===== config.mk =====
export PLATFORM = sky130hd
export DESIGN_NAME = ram_dma
export DESIGN_NICKNAME = d
export VERILOG_FILES = /design/src/rtl/ram_dma.sv
export SDC_FILE = /design/constraint.sdc
export NUM_CORES = 1
export LEC_CHECK = 0
export CAP_MARGIN = 20
export CORE_ASPECT_RATIO = 0.7
export CORE_MARGIN = 5
export CORE_UTILIZATION = 30
export DETAILED_ROUTE_END_ITERATION = 8
export SLEW_MARGIN = 20
export SYNTH_ARGS = -nofsm -noshare
export SYNTH_HDL_FRONTEND = slang
export SYNTH_SLANG_ARGS = --single-unit

===== constraint.sdc =====
create_clock -name clock -period 7.1 [get_ports clock]
set_input_delay 1.42 -clock clock [delete_from_list [all_inputs] [get_ports clock]]
set_output_delay 1.42 -clock clock [all_outputs]
set_load 0.03 [all_outputs]

===== src/rtl/ram_dma.sv =====
// Block-transfer initiator for the NBBPU data RAM: copies a word range
// (read/write pairs) or fills a range with a constant, one word at a time.
module ram_dma #(
    parameter int DATA_WIDTH    = 16,
    parameter int ADDRESS_WIDTH = 16
) (
    input  logic                     clock,
    input  logic                     reset,
    input  logic                     start,
    input  logic                     mode,
    input  logic [ADDRESS_WIDTH-1:0] src_address,
    input  logic [ADDRESS_WIDTH-1:0] dst_address,
    input  logic [ADDRESS_WIDTH-1:0] length,
    input  logic [DATA_WIDTH-1:0]    fill_data,
    output logic                     read_enable,
    output logic                     write_enable,
    output logic [ADDRESS_WIDTH-1:0] address,
    output logic [DATA_WIDTH-1:0]    write_data,
    input  logic [DATA_WIDTH-1:0]    read_data,
    output logic                     busy,
    output logic                     done,
    output logic [ADDRESS_WIDTH-1:0] count
);

    typedef enum logic [1:0] {
        IDLE  = 2'd0,
        READ  = 2'd1,
        WRITE = 2'd2,
        FILL  = 2'd3
    } state_t;

    localparam logic [ADDRESS_WIDTH-1:0] ONE = ADDRESS_WIDTH'(1);

    state_t                   state_q, state_d;
    logic [ADDRESS_WIDTH-1:0] src_q, src_d;
    logic [ADDRESS_WIDTH-1:0] dst_q, dst_d;
    logic [ADDRESS_WIDTH-1:0] len_q, len_d;
    logic [DATA_WIDTH-1:0]    fill_q, fill_d;
    // The word index and the written-word count always advance together,
    // so a single register serves as both.
    logic [ADDRESS_WIDTH-1:0] count_q, count_d;
    logic                     done_q, done_d;
    logic [ADDRESS_WIDTH-1:0] count_inc;

    assign count_inc = count_q + ONE;

    always_ff @(posedge clock or posedge reset) begin
        if (reset) begin
            state_q <= IDLE;
            src_q   <= '0;
            dst_q   <= '0;
            len_q   <= '0;
            fill_q  <= '0;
            count_q <= '0;
            done_q  <= 1'b0;
        end else begin
            state_q <= state_d;
            src_q   <= src_d;
            dst_q   <= dst_d;
            len_q   <= len_d;
            fill_q  <= fill_d;
            count_q <= count_d;
            done_q  <= done_d;
        end
    end

    always_comb begin
        state_d      = state_q;
        src_d        = src_q;
        dst_d        = dst_q;
        len_d        = len_q;
        fill_d       = fill_q;
        count_d      = count_q;
        done_d       = 1'b0;
        read_enable  = 1'b0;
        write_enable = 1'b0;
        address      = '0;
        write_data   = '0;

        case (state_q)
            IDLE: begin
                if (start) begin
                    src_d   = src_address;
                    dst_d   = dst_address;
                    len_d   = length;
                    fill_d  = fill_data;
                    count_d = '0;
                    if (length == '0) begin
                        done_d = 1'b1;
                    end else begin
                        state_d = mode ? FILL : READ;
                    end
                end
            end
            READ: begin
                read_enable = 1'b1;
                address     = src_q + count_q;
                state_d     = WRITE;
            end
            WRITE: begin
                // RAM output is registered, so read_data now holds the word
                // fetched in the preceding READ cycle.
                write_enable = 1'b1;
                address      = dst_q + count_q;
                write_data   = read_data;
                count_d      = count_inc;
                if (count_inc == len_q) begin
                    state_d = IDLE;
                    done_d  = 1'b1;
                end else begin
                    state_d = READ;
                end
            end
            FILL: begin
                write_enable = 1'b1;
                address      = dst_q + count_q;
                write_data   = fill_q;
                count_d      = count_inc;
                if (count_inc == len_q) begin
                    state_d = IDLE;
                    done_d  = 1'b1;
                end
            end
            default: state_d = IDLE;
        endcase
    end

    assign busy  = (state_q != IDLE);
    assign done  = done_q;
    assign count = count_q;

endmodule

==> summary.md <==
| Metric | Value |
|---|---|
| Final Setup Violations | 0 |
| Seq pwr share | 0.263 |
| WL met1 | just under 8000 µm |
| Critical Path Start Type | register |
| Max_slew headroom | 0.3219 |
| WL met2 | 5951 µm |
| EDFF count, synth | 0 |
| Fillers | between 1500 and 2000 |
| Post-Layout Cell Count | 961 |
| N_diodes | 0 |
| CTS H-Tree Depth | 3 |
| Placer Congestion | roughly 0.8 |
| Mean Syn Cell Area | ~8.3 µm² |
| Switching pwr | between 1 and 1.5 mW |
| GRT Total Usage | 0.1561 |
| Wire per inst | 15.78 µm |
| Post-synthesis cell area | around 0.0051 mm² |
| Critical path origin | state_q[1]$_DFFE_PP0P_ |
| Port Buffers | about 140 |
| Die width | 165.3 µm |
| Fmax | about 180 MHz |
| Number of buffers on the longest clock path | 2 |
| Crit Path Max Fanout | 31 |
| Vias in the first global route | between 4000 and 5000 |
| Synthesis Warnings | 0 |
| Synth-to-layout area growth | 37.78% |
| TritonCTS clock tree | done |
| Initial antenna violation count | 1 |
| Final nets | ~840 |
| Cts bufs inserted | 9 |
| Yosys cell types | 52 |
| Min Tclk post-route | around 5500 ps |
| Die height | 118.7 µm |
| Io pins | approximately 140 |
| First-pass DRT Iterations | 4 |
| Combinational power share | 0.563 |
| Placed Cells incl. Taps | around 950 |
| Clk_skew | between 7 and 8 ps |
| Fin Setup TNS | 0 ps |
| Slew Viols, Final | 0 |
| Global-route wire length before repair | approximately 24000 µm |
| Total grt overflow | 0 |
| Worst Hold Class | register to register |
| Final cycle utilization of the critical path | 0.7708 |
| Switch share | 0.4331 |
| Final Power | between 3 and 4 mW |
| Ys async rst share | 1.000 |
| Clk_lat worst skew | about 340 ps |
| CTS Root Cell | clkbuf_16 |
| Worst Path Arrival | around 4100 ps |
| Largest net degree at the start of global routing | 56 |
| Hold_sp | src_q[0]$_DFFE_PP0P_ |
| Cell Rows | 39 |
| MaxCap Viol Count | 0 |
| RSZ-0062 raised after global routing | false |
| Hold Buf Count CTS | 0 |
| Top Metal Used | met5 |
| DR vias | 4516 |
| DRT Wirelength | about 15000 µm |
| Setup Fix Bufs, Post-CTS | 0 |
| Fin. Hold Viols | 0 |
| Register area share after synthesis | 0.4099 |
| Met3 wire len | around 1200 µm |
| Synth Instances | between 600 and 700 |
| Total core area | 0.01644 mm² |
| FF-to-FF Start | count[0]$_DFFE_PP0P_ |
| Final HPWL DP | roughly 11000 µm |
| Flops & latches, synth | 83 |
| Post_cts resized | 0 |
| # DRC | 0 |
| Number of routed nets with antenna violations | 0 |
| Kind of critical path | register to output pin |
| Clock power frac | 0.175 |
| Crit. End Element | output pin |
| Die ar. | 0.01963 mm² |
| Max VDD drop | around 0.35 mV |
| Static Leak | approximately 3.4 nW |
| Starting Density | 0.3081 |
| Routed vias/inst | 4.699 |
| Share of cells above drive strength 1 | 0.06250 |
| Power Internal | about 1.8 mW |
| Power per cell area | between 400 and 500 mW/mm² |
| Worst-margin pin slew | about 1000 ps |
| Syn Nets | roughly 720 |
| Clock-pin slew on the worst setup and hold paths | about 60 ps |
| Clock Sinks | 83 |
| Status | complete, no violations |
| Ys flop type | dfrtp_1 |
| WP data required | ~5700 ps |
| First DRT Iteration DRCs | ~180 |
-- registers in the layout, indices dropped and copies added, names as in the netlist --
name,flops
count,16
done,1
dst_q,16
fill_q,16
len_q,16
src_q,16
state_q,2
-- final timing paths --
path	slack, ps	depth (start not counted)	to
worst max-delay path	1630	11	address[15]
worst min-delay path	470	2	src_q[0]$_DFFE_PP0P_
worst max register to register	4250	8	state_q[1]$_DFFE_PP0P_
worst min register to register	470	2	src_q[0]$_DFFE_PP0P_
max in group asynchronous	4580	3	len_q[8]$_DFFE_PP0P_
min in group asynchronous	1420	2	src_q[0]$_DFFE_PP0P_
-- worst max-delay path: stages (launching register included) --
cell             delay (ps)
dfrtp_1                 450
buf_4                   380
mux2_2                  390
ha_1                    350
a21oi_1                 230
a21oi_1                 130
and4_1                  220
a21bo_1                 230
o31a_1                  290
xnor3_1                 210
a22o_1                  140
clkdlybuf4s50_1         690
-- stage by stage --
stage                     utilization  hold WS [ps]  instance area [µm²]  setup slack [ps]
after floorplan                     -         440.1                 5067              2487
after global placement         0.4031         463.3                 6629              2129
after detailed placement       0.4031         462.7                 6629              2032
after CTS                      0.4246         478.1                 6982              1658
after global routing           0.4246         492.1                 6982              1440
final                          0.4246         472.5                 6982              1627
-- cells by family (layout without fill, tap and decap cells) --
| kind of cell | after synthesis | after routing | share of synthesized area |
|---|---|---|---|
| XOR/XNOR | 33 | 33 | 0.06518 |
| buffers and inverters | 46 | 171 | 0.03654 |
| flip-flops | 83 | 83 | 0.4099 |
| AO/OA/AOI/OAI | 84 | 84 | 0.1077 |
| multiplexers | 36 | 36 | 0.07481 |
| AND/OR/NAND/NOR | 309 | 309 | 0.2551 |
| adder cells (fa/ha/maj) | 20 | 20 | 0.05086 |
-- layer usage --
| metal | global-route usage | up-vias |
|---|---|---|
| li1 | - | 2288 |
| met1 | 0.2420 | 2080 |
| met2 | 0.2159 | 135 |
| met3 | 0.04732 | 11 |
| met4 | 0.02473 | 2 |
| met5 | 0 | - |
-- power by group through the flow --
stage	clock network [mW]	logic [mW]	registers [mW]
2_1_floorplan	0	1.19	0.815
3_3_place_gp	0	1.80	0.861
3_5_place_dp	0	1.83	0.854
4_1_cts	0.580	1.84	0.850
5_1_grt	0.604	2.00	0.880
6_report	0.567	1.83	0.852
-- layout make-up --
class | count | area (µm²) | share of cell area
inverters | 15 | 57.56 | 0.008244
well taps | 225 | 281.5 | 0.04032
clock buffers | 9 | 225.2 | 0.03226
clock inverters | 5 | 127.6 | 0.01828
repair buffers | 142 | 1404 | 0.2011
flip-flops and latches | 83 | 2077 | 0.2975
multi-input cells | 482 | 2809 | 0.4023
-- cell usage in the layout (no fill, tap or decap), drive strengths merged, types with 8 or more instances in the layout --
cell           count
mux2              15
nor2              45
ha                19
o21ai             23
inv               14
xor2              14
clkbuf             9
clkdlybuf4s50    135
nand2            219
dfrtp             83
mux2i             21
a21oi             22
nor3               8
xnor2             16
-- synthesized netlist by cell type, types with 3 or more instances --
| cell | n | area [µm²] |
|---|---|---|
| a31oi_1 | 7 | 43.79 |
| o21ai_0 | 23 | 115.1 |
| mux2i_1 | 21 | 210.2 |
| xnor3_1 | 3 | 67.56 |
| xor2_1 | 14 | 122.6 |
| mux2_2 | 15 | 168.9 |
| and4_1 | 3 | 26.28 |
| o31ai_1 | 5 | 37.54 |
| o22ai_1 | 4 | 25.02 |
| a21oi_1 | 22 | 110.1 |
| clkbuf_1 | 19 | 71.32 |
| ha_1 | 19 | 237.7 |
| xnor2_1 | 16 | 140.1 |
| nor2_1 | 45 | 168.9 |
| and3_1 | 4 | 25.02 |
| nand2_1 | 219 | 822.0 |
| nand4_1 | 5 | 31.28 |
| buf_1 | 8 | 30.03 |
| nor4_1 | 4 | 25.02 |
| a21o_1 | 7 | 52.55 |
| buf_4 | 3 | 22.52 |
| nand3_1 | 6 | 30.03 |
| dfrtp_1 | 83 | 2077 |
| nor3_1 | 8 | 40.04 |
| inv_1 | 15 | 56.30 |
Power figures use the tool's default switching activity.
